$ cat config.mk
export PLATFORM = sky130hd
export DESIGN_NAME = vec_issue_sequencer
export DESIGN_NICKNAME = d
export VERILOG_FILES = /design/src/rtl/vec_seq_pkg.sv /design/src/rtl/stream_fifo.sv /design/src/rtl/vec_issue_sequencer.sv
export SDC_FILE = /design/constraint.sdc
export NUM_CORES = 1
export LEC_CHECK = 0
export CAP_MARGIN = 20
export CORE_AREA = 2 2 189 191
export DETAILED_ROUTE_END_ITERATION = 6
export DIE_AREA = 0 0 191 193
export GPL_ROUTABILITY_DRIVEN = 0
export PLACE_DENSITY = 0.76
export SETUP_SLACK_MARGIN = 0.2
export SYNTH_ARGS = -nofsm -noshare
export SYNTH_HDL_FRONTEND = slang
export SYNTH_SLANG_ARGS = --single-unit
$ cat constraint.sdc
create_clock -name wb_clk_i -period 2.48 [get_ports wb_clk_i]
set_input_delay 0.496 -clock wb_clk_i [delete_from_list [all_inputs] [get_ports wb_clk_i]]
set_output_delay 0.496 -clock wb_clk_i [all_outputs]
set_load 0.03 [all_outputs]
$ cat src/rtl/vec_seq_pkg.sv
// rtl/vec_seq_pkg.sv - shared opcodes, widths and FSM state type for the issue sequencer
package vec_seq_pkg;

   localparam int OPC_MSB    = 31;
   localparam int OPC_LSB    = 27;
   localparam int LOAD_MSG_W = 64;

   localparam logic [OPC_MSB-OPC_LSB:0] OPC_LOAD  = 5'b00000;
   localparam logic [OPC_MSB-OPC_LSB:0] OPC_STORE = 5'b00001;

   typedef enum logic [2:0] {
      ST_IDLE     = 3'd0,
      ST_ISSUE_OP = 3'd1,
      ST_ISSUE_LD = 3'd2,
      ST_ISSUE_ST = 3'd3,
      ST_WAIT_ST  = 3'd4
   } seq_state_t;

   function automatic logic [OPC_MSB-OPC_LSB:0] opcode_of(input logic [31:0] instr);
      return instr[OPC_MSB:OPC_LSB];
   endfunction

endpackage

$ cat src/rtl/stream_fifo.sv
// rtl/stream_fifo.sv - registered-head FIFO with ready=!full; push is refused while full
module stream_fifo #(
   parameter int WIDTH = 32,
   parameter int DEPTH = 4
) (
   input  logic             clk,
   input  logic             rst,
   input  logic [WIDTH-1:0] in_data,
   input  logic             in_val,
   output logic             in_rdy,
   output logic [WIDTH-1:0] out_data,
   output logic             out_empty,
   input  logic             pop
);

   localparam int AW = $clog2(DEPTH);
   localparam int CW = AW + 1;

   logic [WIDTH-1:0] mem [DEPTH];
   logic [AW-1:0]    wr_ptr;
   logic [AW-1:0]    rd_ptr;
   logic [CW-1:0]    count;
   logic             push;
   logic             do_pop;

   assign in_rdy    = (count != CW'(DEPTH));
   assign out_empty = (count == '0);
   assign push      = in_val && in_rdy;
   assign do_pop    = pop && !out_empty;
   assign out_data  = mem[rd_ptr];

   always_ff @(posedge clk) begin
      if (push) mem[wr_ptr] <= in_data;
   end

   always_ff @(posedge clk or posedge rst) begin
      if (rst) begin
         wr_ptr <= '0;
         rd_ptr <= '0;
         count  <= '0;
      end else begin
         if (push)   wr_ptr <= wr_ptr + AW'(1);
         if (do_pop) rd_ptr <= rd_ptr + AW'(1);
         case ({push, do_pop})
            2'b10:   count <= count + CW'(1);
            2'b01:   count <= count - CW'(1);
            default: count <= count;
         endcase
      end
   end

endmodule

$ cat src/rtl/vec_issue_sequencer.sv
// rtl/vec_issue_sequencer.sv - in-order instruction issue with load pairing and store gating
module vec_issue_sequencer
   import vec_seq_pkg::*;
#(
   parameter int IQ_DEPTH      = 4,
   parameter int LQ_DEPTH      = 4,
   parameter int STORE_TIMEOUT = 1024
) (
   input  logic                  wb_clk_i,
   input  logic                  wb_rst_i,
   input  logic [31:0]           instr_in_msg,
   input  logic                  instr_in_val,
   output logic                  instr_in_rdy,
   input  logic [LOAD_MSG_W-1:0] load_in_msg,
   input  logic                  load_in_val,
   output logic                  load_in_rdy,
   output logic [31:0]           core_instr_msg,
   output logic                  core_instr_val,
   input  logic                  core_instr_rdy,
   output logic [LOAD_MSG_W-1:0] core_load_msg,
   output logic                  core_load_val,
   input  logic                  core_load_rdy,
   input  logic [31:0]           core_store_msg,
   input  logic                  core_store_val,
   output logic                  core_store_rdy,
   output logic [31:0]           store_out_msg,
   output logic                  store_out_val,
   input  logic                  store_out_rdy,
   output logic                  busy,
   output logic [15:0]           issued_cnt,
   output logic                  store_timeout
);

   localparam int TW = (STORE_TIMEOUT > 1) ? $clog2(STORE_TIMEOUT) : 1;

   seq_state_t      state;
   seq_state_t      state_nxt;
   logic            i_done;
   logic            l_done;
   logic [TW-1:0]   timer;

   logic [31:0]           iq_data;
   logic                  iq_empty;
   logic                  iq_pop;
   logic [LOAD_MSG_W-1:0] lq_data;
   logic                  lq_empty;
   logic                  lq_pop;

   logic [4:0] head_opc;
   logic       i_fire;
   logic       l_fire;
   logic       ld_complete;
   logic       in_wait;
   logic       st_fire;

   stream_fifo #(.WIDTH(32), .DEPTH(IQ_DEPTH)) u_instr_fifo (
      .clk       (wb_clk_i),
      .rst       (wb_rst_i),
      .in_data   (instr_in_msg),
      .in_val    (instr_in_val),
      .in_rdy    (instr_in_rdy),
      .out_data  (iq_data),
      .out_empty (iq_empty),
      .pop       (iq_pop)
   );

   stream_fifo #(.WIDTH(LOAD_MSG_W), .DEPTH(LQ_DEPTH)) u_load_fifo (
      .clk       (wb_clk_i),
      .rst       (wb_rst_i),
      .in_data   (load_in_msg),
      .in_val    (load_in_val),
      .in_rdy    (load_in_rdy),
      .out_data  (lq_data),
      .out_empty (lq_empty),
      .pop       (lq_pop)
   );

   // Core-side outputs come only from state and FIFO heads, never from upstream val.
   assign head_opc       = opcode_of(iq_data);
   assign core_instr_msg = iq_data;
   assign core_load_msg  = lq_data;
   assign core_instr_val = (state == ST_ISSUE_OP) || (state == ST_ISSUE_ST) ||
                           ((state == ST_ISSUE_LD) && !i_done);
   assign core_load_val  = (state == ST_ISSUE_LD) && !l_done;

   assign i_fire      = core_instr_val && core_instr_rdy;
   assign l_fire      = core_load_val && core_load_rdy;
   assign ld_complete = (state == ST_ISSUE_LD) && (i_done || i_fire) && (l_done || l_fire);

   assign iq_pop = (((state == ST_ISSUE_OP) || (state == ST_ISSUE_ST)) && i_fire) || ld_complete;
   assign lq_pop = ld_complete;

   assign in_wait        = (state == ST_WAIT_ST);
   assign store_out_msg  = core_store_msg;
   assign store_out_val  = in_wait && core_store_val;
   assign core_store_rdy = in_wait && store_out_rdy;
   assign st_fire        = store_out_val && store_out_rdy;

   assign busy = (state != ST_IDLE) || !iq_empty;

   always_comb begin
      state_nxt = state;
      case (state)
         ST_IDLE: begin
            if (!iq_empty) begin
               if (head_opc == OPC_LOAD) begin
                  if (!lq_empty) state_nxt = ST_ISSUE_LD;
               end else if (head_opc == OPC_STORE) begin
                  state_nxt = ST_ISSUE_ST;
               end else begin
                  state_nxt = ST_ISSUE_OP;
               end
            end
         end
         ST_ISSUE_OP: if (i_fire) state_nxt = ST_IDLE;
         ST_ISSUE_LD: if (ld_complete) state_nxt = ST_IDLE;
         ST_ISSUE_ST: if (i_fire) state_nxt = ST_WAIT_ST;
         ST_WAIT_ST:  if (st_fire || (timer == '0)) state_nxt = ST_IDLE;
         default:     state_nxt = ST_IDLE;
      endcase
   end

   always_ff @(posedge wb_clk_i or posedge wb_rst_i) begin
      if (wb_rst_i) begin
         state         <= ST_IDLE;
         i_done        <= 1'b0;
         l_done        <= 1'b0;
         timer         <= '0;
         issued_cnt    <= '0;
         store_timeout <= 1'b0;
      end else begin
         state <= state_nxt;

         if (ld_complete) begin
            i_done <= 1'b0;
            l_done <= 1'b0;
         end else if (state == ST_ISSUE_LD) begin
            if (i_fire) i_done <= 1'b1;
            if (l_fire) l_done <= 1'b1;
         end

         // A store handshake on the expiry cycle wins over the timeout.
         if ((state == ST_ISSUE_ST) && i_fire) begin
            timer <= TW'(STORE_TIMEOUT - 1);
         end else if (in_wait && !st_fire && (timer != '0)) begin
            timer <= timer - TW'(1);
         end

         if (in_wait && !st_fire && (timer == '0)) store_timeout <= 1'b1;

         if (iq_pop) issued_cnt <= issued_cnt + 16'd1;
      end
   end

endmodule

After elaboration in Yosys (flattened, before gate mapping):

Memories as Yosys holds them, arrays and structs flattened.
Cells that the tools add are included.

* $add $sub $neg: 10
* multiply operators: 0
* div/mod/pow operators: 0
* order comparisons: 0
* equality and inequality tests: 17
* shift-type cells: 0
* muxes and demuxes: 23
* bitwise operators: 0
* reductions and logical operators: 46

Operators by type and width (count)
* 3-bit 2-to-1 mux: 7
* 10-bit 2-to-1 mux: 2
* 1-bit logical AND: 18
* 16-bit by 1-bit adder with 16-bit output (second input constant): 1
* 3-bit case mux with 5 select lines: 1
* 3-bit case mux with 2 select lines: 2
* 2-bit nonzero test: 6
* 10-bit logical NOT: 1
* 1-bit 2-to-1 mux: 10
* 10-bit nonzero test: 1
* 10-bit by 1-bit subtractor with 10-bit output (second input constant): 1
* 3-bit logical NOT: 3
* 3-bit != test (second input constant): 3
* 2-bit by 1-bit adder with 2-bit output (second input constant): 4
* 2-bit != test (second input constant): 4
* 1-bit logical OR: 7
* 3-bit by 1-bit adder with 3-bit output (second input constant): 2
* 3-bit by 2-bit == test with 1-bit output (second input constant): 2
* 6-bit AND reduction: 1
* 3-bit by 1-bit subtractor with 3-bit output (second input constant): 2
* 5-bit by 1-bit == test with 1-bit output (second input constant): 1
* 1-bit logical NOT: 5
* 5-bit logical NOT: 1
* 2-bit by 1-bit == test with 1-bit output (second input constant): 2
* 7 further kinds: 9

* bits in registers: 46
* bits in latches: 0
* memory bits (writable): 384
* ROM bits: 0
* bits of input ports: 136
* output and inout port bits: 152
* logic and storage cells: 110
* memories: 2

Memory list
* u_load_fifo.mem: words 4, bits a word 64, read ports 1, clocked after Yosys merged registers in 0, write ports 1, RTL line stream_fifo.sv:19 `logic [WIDTH-1:0] mem [DEPTH];`
* u_instr_fifo.mem: words 4, bits a word 32, read ports 1, clocked after Yosys merged registers in 0, write ports 1, RTL line stream_fifo.sv:19

Longest topological paths before layout:

* word-level depth: 11
* mapped depth: 11
* gate-level depth less buffers: 10

By module:

Synthesis repeated with hierarchy kept, for this count alone.

* cells, all modules: 773
* area, all modules: 16615.9 µm²

By module, submodules not included
* stream_fifo (u_load_fifo): times used 1, cells each 372, area each 9641.7 µm², sequential area each 7862.5 µm²
* stream_fifo (u_instr_fifo): times used 1, cells each 206, area each 5042.3 µm², sequential area each 4018.9 µm²
* vec_issue_sequencer: times used 1, cells each 195, area each 1931.9 µm², sequential area each 800.8 µm²

Least setup slack after synthesis:

No wires, ideal clock.

* path type: flip-flop to flip-flop
* start: reg u_load_fifo.count[0]
* end: mem u_load_fifo.mem[0][0] in the netlist's numbering (enable)
* library setup time: 429 ps
* arrival: 2392 ps
* required time: 2051 ps
* slack: -341 ps
* cell stages (with the launch flop): 4
* buffers on the path: 0
* clock period less this slack: 2821 ps
* path through: dfrtp_1 > inv_1 > nand3_1 > and3_1

* word-level cells in the longest chain between the ends: 4

RTL lines
* start, declared: RTL line stream_fifo.sv:22 `logic [CW-1:0] count;`
* start signal, assigned: RTL line stream_fifo.sv:45 `2'b10: count <= count + CW'(1);`
* start signal, assigned: RTL line stream_fifo.sv:46 `2'b01: count <= count - CW'(1);`
* start signal, assigned: RTL line stream_fifo.sv:47 `default: count <= count;`
* 3-bit != test: RTL line stream_fifo.sv:26 `assign in_rdy = (count != CW'(DEPTH));`
* named net load_in_rdy: RTL line vec_issue_sequencer.sv:16 `output logic load_in_rdy,`
* 1-bit logical AND: RTL line stream_fifo.sv:28 `assign push = in_val && in_rdy;`
* 1-bit 2-to-1 mux: RTL line stream_fifo.sv:33 `if (push) mem[wr_ptr] <= in_data;`
* 1-bit 2-to-1 mux (not written as such): RTL line stream_fifo.sv:33
* end, declared: RTL line stream_fifo.sv:19

The timed path passes the listed nets, and every way through them passes these cells.

Worst setup path after layout:

* start: reg u_load_fifo.rd_ptr[0]
* end: out core_load_msg[48]

* word-level cells in the longest chain between the ends: 1

RTL lines
* start, declared: RTL line stream_fifo.sv:21 `logic [AW-1:0] rd_ptr;`
* start signal, assigned: RTL line stream_fifo.sv:43 `if (do_pop) rd_ptr <= rd_ptr + AW'(1);`
* memory 4 x 64 bit
* end, declared: RTL line vec_issue_sequencer.sv:20 `output logic [LOAD_MSG_W-1:0] core_load_msg,`

No other way between the ends.

==> flow_summary.json <==
{
  "hold-worst-slack_ps": 223,
  "clock_sinks": 430,
  "pin_count_of_the_biggest_net_entering_global_routing": 39,
  "placed_cells_incl_taps": 1453,
  "remaining_global_route_overflow": 0,
  "post_drt_via_cell_ratio": 5.34,
  "max-clock-path-buffers": 3,
  "root_buffer": "sky130_fd_sc_hd__clkbuf_16",
  "antenna_found_initial": 3,
  "timing.setup.tns_ps": -2510,
  "dieWidth_um": 191,
  "synthesis.instances": 773,
  "final_max_slew_viol_count": 0,
  "failed_checks": "setup timing",
  "clkLatencyLatePin_ps": 540,
  "timing_hold_violations_final": 0,
  "criticalPathCategory": "register to output port",
  "type_of_element_launching_the_critical_path": "register",
  "max_cap_viol_count": 0,
  "area.sequential_sq_mm": 0.0127,
  "synth.lib_cells_used.distinct": 55,
  "dieHeight_um": 193,
  "finalWirelength_um": 33800,
  "ioPinCount": 288,
  "count_of_flip_flops_with_a_built_in_enable_after_synthesis": 384,
  "multi_input_area_sq_mm": 0.00346,
  "status": "finished, violations left",
  "yosys_register_bits": 430,
  "post-route-period-util": 1.06,
  "worst_slew_pin_slew_ps": 431,
  "skew_ps": 9.79,
  "routed-via-count": 8360,
  "ctsHoldBuffers": 0,
  "final_critical_path_setup_slack_ps": -142,
  "timing.critical_path.fanout_max": 6,
  "setup_viol_count_final": 46,
  "cp_data_arrival_time_ps": 2130,
  "first_global_vias": 8887,
  "drc_errors": 0,
  "drive_gt1_frac": 0.345,
  "crit_path_end_kind": "output port",
  "cellPowerDensity_mw_per_mm2": 1290,
  "grt.total_usage": 0.185,
  "placement.io_buffers": 223,
  "async_reset_ff_frac": 0.107,
  "finalWorstPathRequiredPeriod_ps": 2620,
  "syn_to_final_growth_pct": 31.6,
  "finalPower_mw": 28.0,
  "worst_hold_path_type": "input pin to async pin",
  "vdd_ir_drop_max_mv": 0.867,
  "wire_per_inst_um": 21.6,
  "grt_first_pass_wirelength_um": 51700,
  "core_sq_mm": 0.0350,
  "rows": 69,
  "rsz0062_at_grt": "yes",
  "clock_tree_from_tritoncts": "built",
  "cp.required_ps": 1980,
  "post_layout_nonfiller_instances": 1566,
  "slew-limit-headroom": 0.713,
  "synth-warning-count": 0,
  "synth_fp_nets": 923,
  "htreeDepth": 2,
  "nets": 1218,
  "detail_route.first_pass.iterations": 4,
  "starting_utilization_of_the_core_area": 0.473,
  "fp.dieArea_sq_mm": 0.0369,
  "n_fill_cell": 2376,
  "mappedNetlistArea_sq_mm": 0.0165,
  "max_clock_freq_mhz": 381,
  "cts_inserted_buffers": 44,
  "drt.antenna.violating_nets": 0,
  "drt_iter0_drc": 494,
  "dp.final_hpwl_um": 21500,
  "worst_setup_hold_path_clk_slew_ps": 60,
  "post_synth.cell_area_avg_sq_um": 21.4,
  "synth_top_flop_cell": "sky130_fd_sc_hd__edfxtp_1",
  "synth.yosys.seq_area_share": 0.767,
  "utilization": 0.622,
  "leakage_nw": 7.66
}
## cells in the mapped netlist, types with 8 or more instances
cell type,count,area share
sky130_fd_sc_hd__edfxtp_1,384,0.70
sky130_fd_sc_hd__mux4_2,96,0.13
sky130_fd_sc_hd__dfrtp_1,46,0.070
sky130_fd_sc_hd__buf_4,32,0.015
sky130_fd_sc_hd__inv_1,18,0.0041
sky130_fd_sc_hd__nor2_1,17,0.0039
sky130_fd_sc_hd__xnor2_1,17,0.0090
sky130_fd_sc_hd__and3_1,14,0.0053
sky130_fd_sc_hd__nand3_1,13,0.0039
sky130_fd_sc_hd__ha_1,12,0.0091
sky130_fd_sc_hd__xor2_1,10,0.0053
sky130_fd_sc_hd__clkbuf_1,9,0.0020
sky130_fd_sc_hd__o21ai_0,9,0.0027
sky130_fd_sc_hd__buf_1,8,0.0018
sky130_fd_sc_hd__buf_2,8,0.0024
## report_power, final
part           internal [mW]  total [mW]  switching (mW)
clock                   4.11        6.78            2.67
sequential              9.58        10.1           0.551
combinational           5.21        11.1            5.89
## worst paths after layout
kind                                              startpoint                                 to  slack (ps)  depth (start not counted)
min reg2reg                       issued_cnt[15]$_DFFE_PP0P_         issued_cnt[15]$_DFFE_PP0P_         480                          1
max in group asynchronous                           wb_rst_i  u_load_fifo.rd_ptr[0]$_DFFE_PP0P_        1750                          3
max                        u_load_fifo.rd_ptr[0]$_DFFE_PP0P_                  core_load_msg[48]        -140                          5
min in group wb_clk_i             issued_cnt[15]$_DFFE_PP0P_         issued_cnt[15]$_DFFE_PP0P_         480                          1
min                                                 wb_rst_i  u_instr_fifo.count[2]$_DFFE_PP0P_         220                          2
max reg2reg                             state[0]$_DFFE_PP0P_  u_instr_fifo.count[2]$_DFFE_PP0P_         250                          9
## critical path, stage by stage, from the launching register on
cell and delay, ps:
sky130_fd_sc_hd__dfrtp_4 560, sky130_fd_sc_hd__buf_12 160, sky130_fd_sc_hd__buf_16 130, sky130_fd_sc_hd__buf_6 120, sky130_fd_sc_hd__mux4_2 460, sky130_fd_sc_hd__buf_6 160
## cell type report
cell class | count | area share
Antenna cell | 2 | 0.000230
Clock buffer | 50 | 0.0536
Clock inverter | 31 | 0.0154
Inverter | 18 | 0.00310
Multi-Input combinational cell | 265 | 0.159
Sequential cell | 430 | 0.583
Tap cell | 461 | 0.0265
Timing Repair Buffer | 309 | 0.159
## layer usage
layer | vias up | track usage | part of all wire
met5 | - | 0.00531 | 0.00027
met4 | 2 | 0.0474 | 0.018
met3 | 52 | 0.0543 | 0.082
met2 | 287 | 0.318 | 0.51
met1 | 4310 | 0.232 | 0.39
li1 | 3709 | - | -
## state kept, by name, summed over array words and instances (netlist names), 2 cells and up
signal,cells
timer,10
u_instr_fifo.wr_ptr,2
state,3
issued_cnt,16
u_instr_fifo.rd_ptr,2
u_instr_fifo.mem,128
u_load_fifo.count,3
u_load_fifo.mem,256
u_load_fifo.wr_ptr,2
u_load_fifo.rd_ptr,2
u_instr_fifo.count,3
## layout by cell type (no fill, tap or decap), drive strengths merged, types with 3 or more instances in the layout
master and n:
nand3 13, nand4 5, and3 14, a31oi 3
mux2i 4, and2 7, nand2 6, ha 12
clkbuf 50, xor2 10, mux4 96, inv 20
dfrtp 46, edfxtp 384, o21ai 9, nor2 17
a21oi 5, buf 185, and4 7, xnor2 17
bufinv 7, mux2 5, nor3 6, clkinv 21
clkdlybuf4s50 120
## stage by stage
| step | area (sq um) | setup WS [ps] |
|---|---|---|
| 2_1_floorplan | 16600 | -19.8 |
| 3_3_place_gp | 19700 | -211 |
| 3_5_place_dp | 19700 | -196 |
| 4_1_cts | 21800 | -219 |
| 5_1_grt | 21800 | -203 |
| 6_report | 21800 | -142 |
## kinds of logic (layout without fill, tap and decap cells)
group | Yosys count | after routing | synth area share
and+or+nand+nor | 93 | 93 | 0.0332
AOI/OAI and AO/OA | 26 | 26 | 0.0110
DFF | 430 | 430 | 0.767
buffers and inverters | 78 | 408 | 0.0266
xor gates and xnor gates | 27 | 27 | 0.0143
muxes | 105 | 105 | 0.137
other | 0 | 2 | 0
adders and majority gates | 14 | 14 | 0.0115
## timing repair
| item | in CTS | in global routing |
|---|---|---|
| setup buffers | 18 | 5 |
| endpoints found under the setup margin | 104 | 102 |
| gates resized for setup | 301 | 134 |
| pin swaps | 2 | 3 |
| cloned | 7 | 0 |
No activity file was read; power rests on OpenSTA's default activity.
